## config.mk

```make
export PLATFORM = sky130hd
export DESIGN_NAME = instr_decode
export DESIGN_NICKNAME = d
export VERILOG_FILES = /design/src/rtl/instr_decode.sv
export SDC_FILE = /design/constraint.sdc
export NUM_CORES = 1
export LEC_CHECK = 0
export ABC_AREA = 1
export CAP_MARGIN = 10
export CORE_AREA = 5 5 42 44
export DETAILED_ROUTE_END_ITERATION = 10
export DIE_AREA = 0 0 47 49
export PLACE_DENSITY_LB_ADDON = 0.1
export SYNTH_ARGS = -nofsm -noshare
export SYNTH_HDL_FRONTEND = slang
export SYNTH_SLANG_ARGS = --single-unit
```

## constraint.sdc

```tcl
create_clock -name vclk -period 0.8
set_input_delay 0.16 -clock vclk [all_inputs]
set_output_delay 0.16 -clock vclk [all_outputs]
set_load 0.1 [all_outputs]
```

## src/rtl/instr_decode.sv

```systemverilog
// Instruction decoder for the accumulator CPU: maps the 8-bit IR onto A/B mux selects,
// load enables, the 1-bit ALU op and halt. Purely combinational.
module instr_decode (
   input  logic       clk,
   input  logic       clr,
   input  logic [7:0] IR,
   output logic       halt,
   output logic       op,
   output logic       selA,
   output logic       loadA,
   output logic       selB,
   output logic       loadB
);

   localparam logic [1:0] CLS_LDA = 2'b00;
   localparam logic [1:0] CLS_LDB = 2'b01;
   localparam logic [1:0] CLS_ALU = 2'b10;
   localparam logic [1:0] CLS_SYS = 2'b11;

   localparam logic [7:0] IR_MOV  = 8'hC0;
   localparam logic [7:0] IR_HALT = 8'hFF;

   // clk/clr belong to the CPU-wide interface; nothing in here is clocked or cleared.
   logic unused_clk_clr;
   assign unused_clk_clr = clk ^ clr;

   always_comb begin
      halt  = 1'b0;
      op    = 1'b0;
      selA  = 1'b0;
      loadA = 1'b0;
      selB  = 1'b0;
      loadB = 1'b0;
      case (IR[7:6])
         CLS_LDA: begin
            selA  = 1'b1;
            loadA = 1'b1;
         end
         CLS_LDB: begin
            loadB = 1'b1;
         end
         CLS_ALU: begin
            selA  = 1'b1;
            loadA = 1'b1;
            op    = IR[2];
         end
         CLS_SYS: begin
            // Only two encodings are defined in this class; everything else is a NOP.
            if (IR == IR_MOV) begin
               selB  = 1'b1;
               loadB = 1'b1;
            end else if (IR == IR_HALT) begin
               halt = 1'b1;
            end
         end
         default: begin
         end
      endcase
   end

endmodule

```

==> results of run 1 <==
metrics by stage:
stage,power (uW),hold WS (ps)
detailed placement,275,1110
CTS,283,707
finish,308,702
floorplan,133,361
global placement,272,1110
global route,322,714
power by group through the flow:
stage	combinational (uW)	sequential, uW	clock, uW
finish	308	0	0
global route	322	0	0
CTS	283	0	0
detailed placement	275	0	0
global placement	272	0	0
floorplan	133	0	0
final timing paths:
check / to / slack, ps / depth (start not counted)
max: loadB / -220 / 6
min: op / 700 / 4
final cells by class:
type | count | area share, %
Inverter | 7 | 10.5
Multi-Input combinational cell | 17 | 28.9
Timing Repair Buffer | 21 | 56.8
Tap cell | 16 | 3.82
worst max-delay path: stages:
cell                      delay [ps]
sky130_fd_sc_hd__buf_8            80
sky130_fd_sc_hd__buf_12          110
sky130_fd_sc_hd__inv_16           30
sky130_fd_sc_hd__or2_4           240
sky130_fd_sc_hd__nand2_8          70
sky130_fd_sc_hd__buf_12          160
timing repair:
action | in CTS | in global routing
gates resized for setup | 46 | 11
pin swaps | 11 | 6
endpoints found under the setup margin | 6 | 6
setup buffers | 2 | 1
cells in the final DEF, fill, tap and decap left out, types with 2 or more instances in the layout:
cell	count
sky130_fd_sc_hd__buf_12	7
sky130_fd_sc_hd__buf_6	6
sky130_fd_sc_hd__nand2_2	4
sky130_fd_sc_hd__buf_4	4
sky130_fd_sc_hd__buf_8	4
sky130_fd_sc_hd__inv_2	3
sky130_fd_sc_hd__nor2_2	3
sky130_fd_sc_hd__inv_4	2
sky130_fd_sc_hd__nand2_8	2
sky130_fd_sc_hd__nor2_4	2
sky130_fd_sc_hd__nand4_1	2
metal layers:
layer / track usage [%] / share of wire, % / vias to the layer above
li1: - / - / 111
met1: 4.78 / 29 / 100
met2: 9.73 / 64 / 8
met3: 0 / 6.9 / 0
met4: 0 / 0 / 0
met5: 0 / 0 / -
cells by family after synthesis:
family | after synthesis | share of synthesized area [%]
and+or+nand+nor | 17 | 68.6
buffers and inverters | 8 | 31.4
==> summary.txt, run 1 <==
run status - finished, violations left
violated checks - setup timing
cell internal power dissipation - 149 uW
Synth top cells by count - sky130_fd_sc_hd__nand2_1, sky130_fd_sc_hd__inv_1, sky130_fd_sc_hd__nor2_1, sky130_fd_sc_hd__nand4_1
Mapped Nets - 35
antenna diode count - 0
drt first pass iters - 1
syn_area_per_cell - 4.30 um^2
share of power burned in registers - 0%
part of the Yosys area used for sequential elements - 0%
detailed placer's ending HPWL - 448 um
setup TNS - -832 ps
horizontal die dimension - 47 um
via-per-instance ratio - 3.59
PwrDens - 588 nW/um^2
cell area after technology mapping - 108 um^2
Post-layout nets - 57
residual overflow from global routing - 0
cell type with the largest total area after synthesis - sky130_fd_sc_hd__nand2_1
number of antenna violations at the first check in global routing - 0
num sequential - 0
first-pass GRT wire length - 841 um
VDD IR-drop max - 0.000182 V
total length of routed wires - 480 um
worst-margin pin slew - 141 ps
Required @ worst endpoint - 640 ps
count of maximum capacitance violations - 0
most area-consuming cells after synthesis - sky130_fd_sc_hd__nand2_1, sky130_fd_sc_hd__inv_1, sky130_fd_sc_hd__nor2_1
height of the die - 49 um
remaining antenna violation count - 0
number of cells produced by synthesis - 25
core occupancy in the finished layout - 37.4%
peak clock frequency supported by timing - 981 MHz
number of DRC markers in iteration 0 - 0
most frequent cell after synthesis - sky130_fd_sc_hd__nand2_1
clock tree buffer count of the final layout - 0
maximum number of pins on one net before global-route repair - 5
number of endpoints with negative hold slack in the final report - 0
core region area - 1400 um^2
total global-route track usage - 4.56%
Final Cycle Share - 127%
min-delay src - IR[6]
pre-CTS setup slack - -726 ps
routed via count - 219
Layout Cells excl Fill - 61
sort of element at the end of the critical path - output port
number of input and output port buffers inserted - 14
per-cell routed wire length - 7.87 um
distinct cell type count after synthesis - 8
register area - 0 um^2
Placed Instances - 59
post-place instance area - 459 um^2
number of global-route vias before repair - 225
kind of critical path - input pin to output port
arrival time at the worst endpoint - 860 ps
Hold-fix buffers, CTS - 0
number of rows in the core area - 14
first element of the critical path - IR[6]
Setup-failing EPs final - 6
tightest slew margin relative to the limit - 90.6%
Startpoint Class - input pin
switching power as a share of total power - 51.6%
top cell type's share of synthesized area - 24.4%
final setup slack of the worst path - -219 ps
die area - 2300 um^2
final RePlAce weighted congestion - 0.658
power dissipated by switching net loads - 159 uW
filler instances - 152
kind of path behind the tightest hold check - input pin to output port
Clock power frac - 0%
I/O pins - 16
Layout area overhead - 387%
static power due to leakage - 0.000230 uW
number of warnings printed during yosys synthesis - 0
Crit Path Max Fanout - 3
clock period minus final worst setup slack - 1020 ps
Initial Util - 7.68%
count of pins over their slew limit - 0
fraction of layout instances using a drive strength above 1 - 93.3%
fraction of power consumed by combinational cells - 100.0%
final non-filler cell area - 524 um^2
Remaining DRCs - 0
setup repair after global routing missed its margin - true
multi-input logic area - 151 um^2
Note: power is estimated with default switching activity, not from simulation.
==> run 2, diff against run 1 <==
Clock period 0.8 ns to 1.11 ns, I/O delays scaled along.
==> summary.txt, run 2 (synthesis results as in run 1) <==
run status - complete, no violations
core region area - 1400 um^2
drt first pass iters - 1
number of DRC markers in iteration 0 - 0
clock period minus final worst setup slack - 1060 ps
detailed placer's ending HPWL - 380 um
die area - 2300 um^2
maximum number of pins on one net before global-route repair - 5
clock tree buffer count of the final layout - 0
worst-margin pin slew - 137 ps
final RePlAce weighted congestion - 0.571
register area - 0 um^2
PwrDens - 442 nW/um^2
kind of path behind the tightest hold check - input pin to output port
post-place instance area - 349 um^2
Crit Path Max Fanout - 4
antenna diode count - 0
first-pass GRT wire length - 586 um
total length of routed wires - 391 um
met2 WL - 215 um
Startpoint Class - input pin
final non-filler cell area - 354 um^2
tightest slew margin relative to the limit - 90.8%
remaining antenna violation count - 0
horizontal die dimension - 47 um
Layout area overhead - 229%
peak clock frequency supported by timing - 944 MHz
residual overflow from global routing - 0
static power due to leakage - 0.000165 uW
routed via count - 186
number of global-route vias before repair - 145
Hold-fix buffers, CTS - 0
post-CTS setup buffers - 0
filler instances - 168
arrival time at the worst endpoint - 840 ps
count of pins over their slew limit - 0
I/O pins - 16
DR WL met3 - 40 um
detailed-routing wirelength on met1 - 135 um
kind of critical path - input pin to output port
number of input and output port buffers inserted - 14
number of rows in the core area - 14
total global-route track usage - 3.16%
number of endpoints with negative hold slack in the final report - 0
per-cell routed wire length - 7.11 um
core occupancy in the finished layout - 25.3%
Final Cycle Share - 95.4%
height of the die - 49 um
VDD IR-drop max - 0.0000973 V
number of antenna violations at the first check in global routing - 0
count of maximum capacitance violations - 0
sort of element at the end of the critical path - output port
num sequential - 0
via-per-instance ratio - 3.38
leading cell types in the layout, fill and taps excluded - sky130_fd_sc_hd__inv_2, sky130_fd_sc_hd__buf_12, sky130_fd_sc_hd__buf_6, sky130_fd_sc_hd__nand2_2, sky130_fd_sc_hd__nor2_1
Post-layout nets - 51
DR top layer - met3
Initial Util - 7.68%
Remaining DRCs - 0
fraction of layout instances using a drive strength above 1 - 79.5%
Setup-failing EPs final - 0
Required @ worst endpoint - 890 ps
-- run 2: cell types whose count changed in the layout (fill, tap and decap cells not counted), sizes merged --
cell / change
buf: -6
-- run 2: power breakdown --
part	switching (uW)	internal (uW)	total (uW)
sequential	0	0	0
clock	0	0	0
combinational	91.3	65.0	156
total	91.3	65.0	156
-- run 2: worst paths after layout --
check    end   from  depth (start not counted)
max    loadB  IR[6]                          5
min       op  IR[6]                          3
-- run 2: metal layers --
layer  vias up  track usage (%)
li1         99                -
met1        79             4.13
met2         8             5.66
met3         0            0.369
met4         0                0
met5         -                0
-- run 2: critical path: stages --
cell and delay [ps]:
sky130_fd_sc_hd__buf_6 100, sky130_fd_sc_hd__inv_4 30, sky130_fd_sc_hd__or2_4 240, sky130_fd_sc_hd__nand2_4 70
sky130_fd_sc_hd__buf_12 160
-- run 2: metrics by stage --
stage               hold slack [ps]  setup slack [ps]  cells  power (uW)  setup TNS [ps]
finish                          750              51.0     55         156               0
global route                    764             -1.06     55         166           -1.06
CTS                             787             0.896     55         140               0
detailed placement             1190              -526     55         152           -2390
global placement               1180              -511     55         151           -2310
floorplan                       542              -247     25        79.3            -247
-- run 2: what timing repair did --
| item | CTS | global route |
|---|---|---|
| pin swaps | 9 | 7 |
| endpoints found under the hold margin | 0 | 0 |
| gates resized for setup | 36 | 15 |
| setup endpoints to repair | 6 | 2 |
-- run 2: layout make-up --
class                      count  area, um^2  area share (%)
timing repair buffer          15         199            56.2
tap                           16        20.0            5.65
multi-input combinational     17         106            30.0
inverter                       7        28.8            8.13
==> run 3, diff against run 2 <==
Settings changed: PLACE_DENSITY from default to 0.41, PLACE_DENSITY_LB_ADDON 0.1 to default.
==> summary.txt, run 3 (synthesis results as in run 1) <==
run status - complete, no violations
maximum number of pins on one net before global-route repair - 5
Remaining DRCs - 0
clock period minus final worst setup slack - 1090 ps
via-per-instance ratio - 3.29
number of global-route vias before repair - 157
remaining antenna violation count - 0
drt first pass iters - 2
kind of path behind the tightest hold check - input pin to output port
total global-route track usage - 2.95%
Setup-failing EPs final - 0
Startpoint Class - input pin
detailed placer's ending HPWL - 350 um
Final Cycle Share - 98.0%
residual overflow from global routing - 0
PwrDens - 445 nW/um^2
routed via count - 181
num sequential - 0
kind of critical path - input pin to output port
final RePlAce weighted congestion - 0.559
Required @ worst endpoint - 890 ps
setup TNS - 0 ps
Crit Path Max Fanout - 4
number of rows in the core area - 14
power dissipated by switching net loads - 91.5 uW
pre-CTS setup slack - -505 ps
filler instances - 171
cell internal power dissipation - 55.4 uW
fraction of layout instances using a drive strength above 1 - 82.1%
antenna diode count - 0
share of power burned in registers - 0%
horizontal die dimension - 47 um
I/O pins - 16
number of antenna violations at the first check in global routing - 0
Clock power frac - 0%
count of pins over their slew limit - 0
Post-layout nets - 51
total length of routed wires - 358 um
final-layout worst hold slack - 778 ps
fraction of power consumed by combinational cells - 100.0%
sort of element at the end of the critical path - output port
number of endpoints with negative hold slack in the final report - 0
Layout area overhead - 207%
switching power as a share of total power - 62.3%
height of the die - 49 um
Initial Util - 7.68%
number of DRC markers in iteration 0 - 1
most frequent standard cell in the layout excluding fill and tap cells - sky130_fd_sc_hd__buf_2
final setup slack of the worst path - 22.6 ps
tightest slew margin relative to the limit - 90.9%
Hold-fix buffers, CTS - 0
leading cell types in the layout, fill and taps excluded - sky130_fd_sc_hd__buf_2, sky130_fd_sc_hd__buf_12, sky130_fd_sc_hd__inv_2, sky130_fd_sc_hd__nand2_2, sky130_fd_sc_hd__nor2_2
worst-margin pin slew - 136 ps
arrival time at the worst endpoint - 870 ps
number of input and output port buffers inserted - 14
setup repair after global routing missed its margin - false
clock tree buffer count of the final layout - 0
die area - 2300 um^2
count of maximum capacitance violations - 0
VDD IR-drop max - 0.000124 V
first-pass GRT wire length - 558 um
peak clock frequency supported by timing - 920 MHz
core region area - 1400 um^2
per-cell routed wire length - 6.51 um
static power due to leakage - 0.000156 uW
register area - 0 um^2
-- run 3: worst paths after layout --
kind	startpoint	to	slack [ps]	cells after the start
max	IR[6]	loadB	20	5
min	IR[6]	op	780	3
-- run 3: timing repair --
| item | CTS | global route |
|---|---|---|
| resized for setup | 36 | 11 |
| buffers inserted | 0 | 0 |
| pin swaps | 10 | 7 |
| endpoints found under the setup margin | 6 | 2 |
-- run 3: final cells by class --
type	count	area (um^2)	share of cell area (%)
repair buffers	15	170	51.5
multi-input cells	17	111	33.7
inverters	7	28.8	8.71
well taps	16	20.0	6.06
-- run 3: through the flow --
stage / instance area (um^2) / total power [uW] / util, % / cells
6_report: 330 / 147 / 23.6 / 55
5_1_grt: 330 / 155 / 23.6 / 55
4_1_cts: 315 / 139 / 22.5 / 55
3_5_place_dp: 349 / 151 / 24.9 / 55
3_3_place_gp: 349 / 151 / 24.9 / 55
2_1_floorplan: 129 / 79.3 / - / 25
-- run 3: metal layers --
layer	vias to the layer above	track usage [%]	share of wire [%]
met2	9	4.98	45
met1	72	4.13	41
met4	0	0	0
met5	-	0	0
met3	0	0.369	14
li1	100	-	-
-- run 3: power by group through the flow --
stage                     Clock, uW  Sequential, uW  Combinational [uW]
after floorplan                   0               0                79.3
final                             0               0                 147
after global routing              0               0                 155
after global placement            0               0                 151
after detailed placement          0               0                 151
after CTS                         0               0                 139
-- run 3: worst max-delay path: stages --
cell and delay [ps]:
sky130_fd_sc_hd__buf_4 130, sky130_fd_sc_hd__inv_4 30, sky130_fd_sc_hd__or2_4 240, sky130_fd_sc_hd__nand2_4 70, sky130_fd_sc_hd__buf_12 160
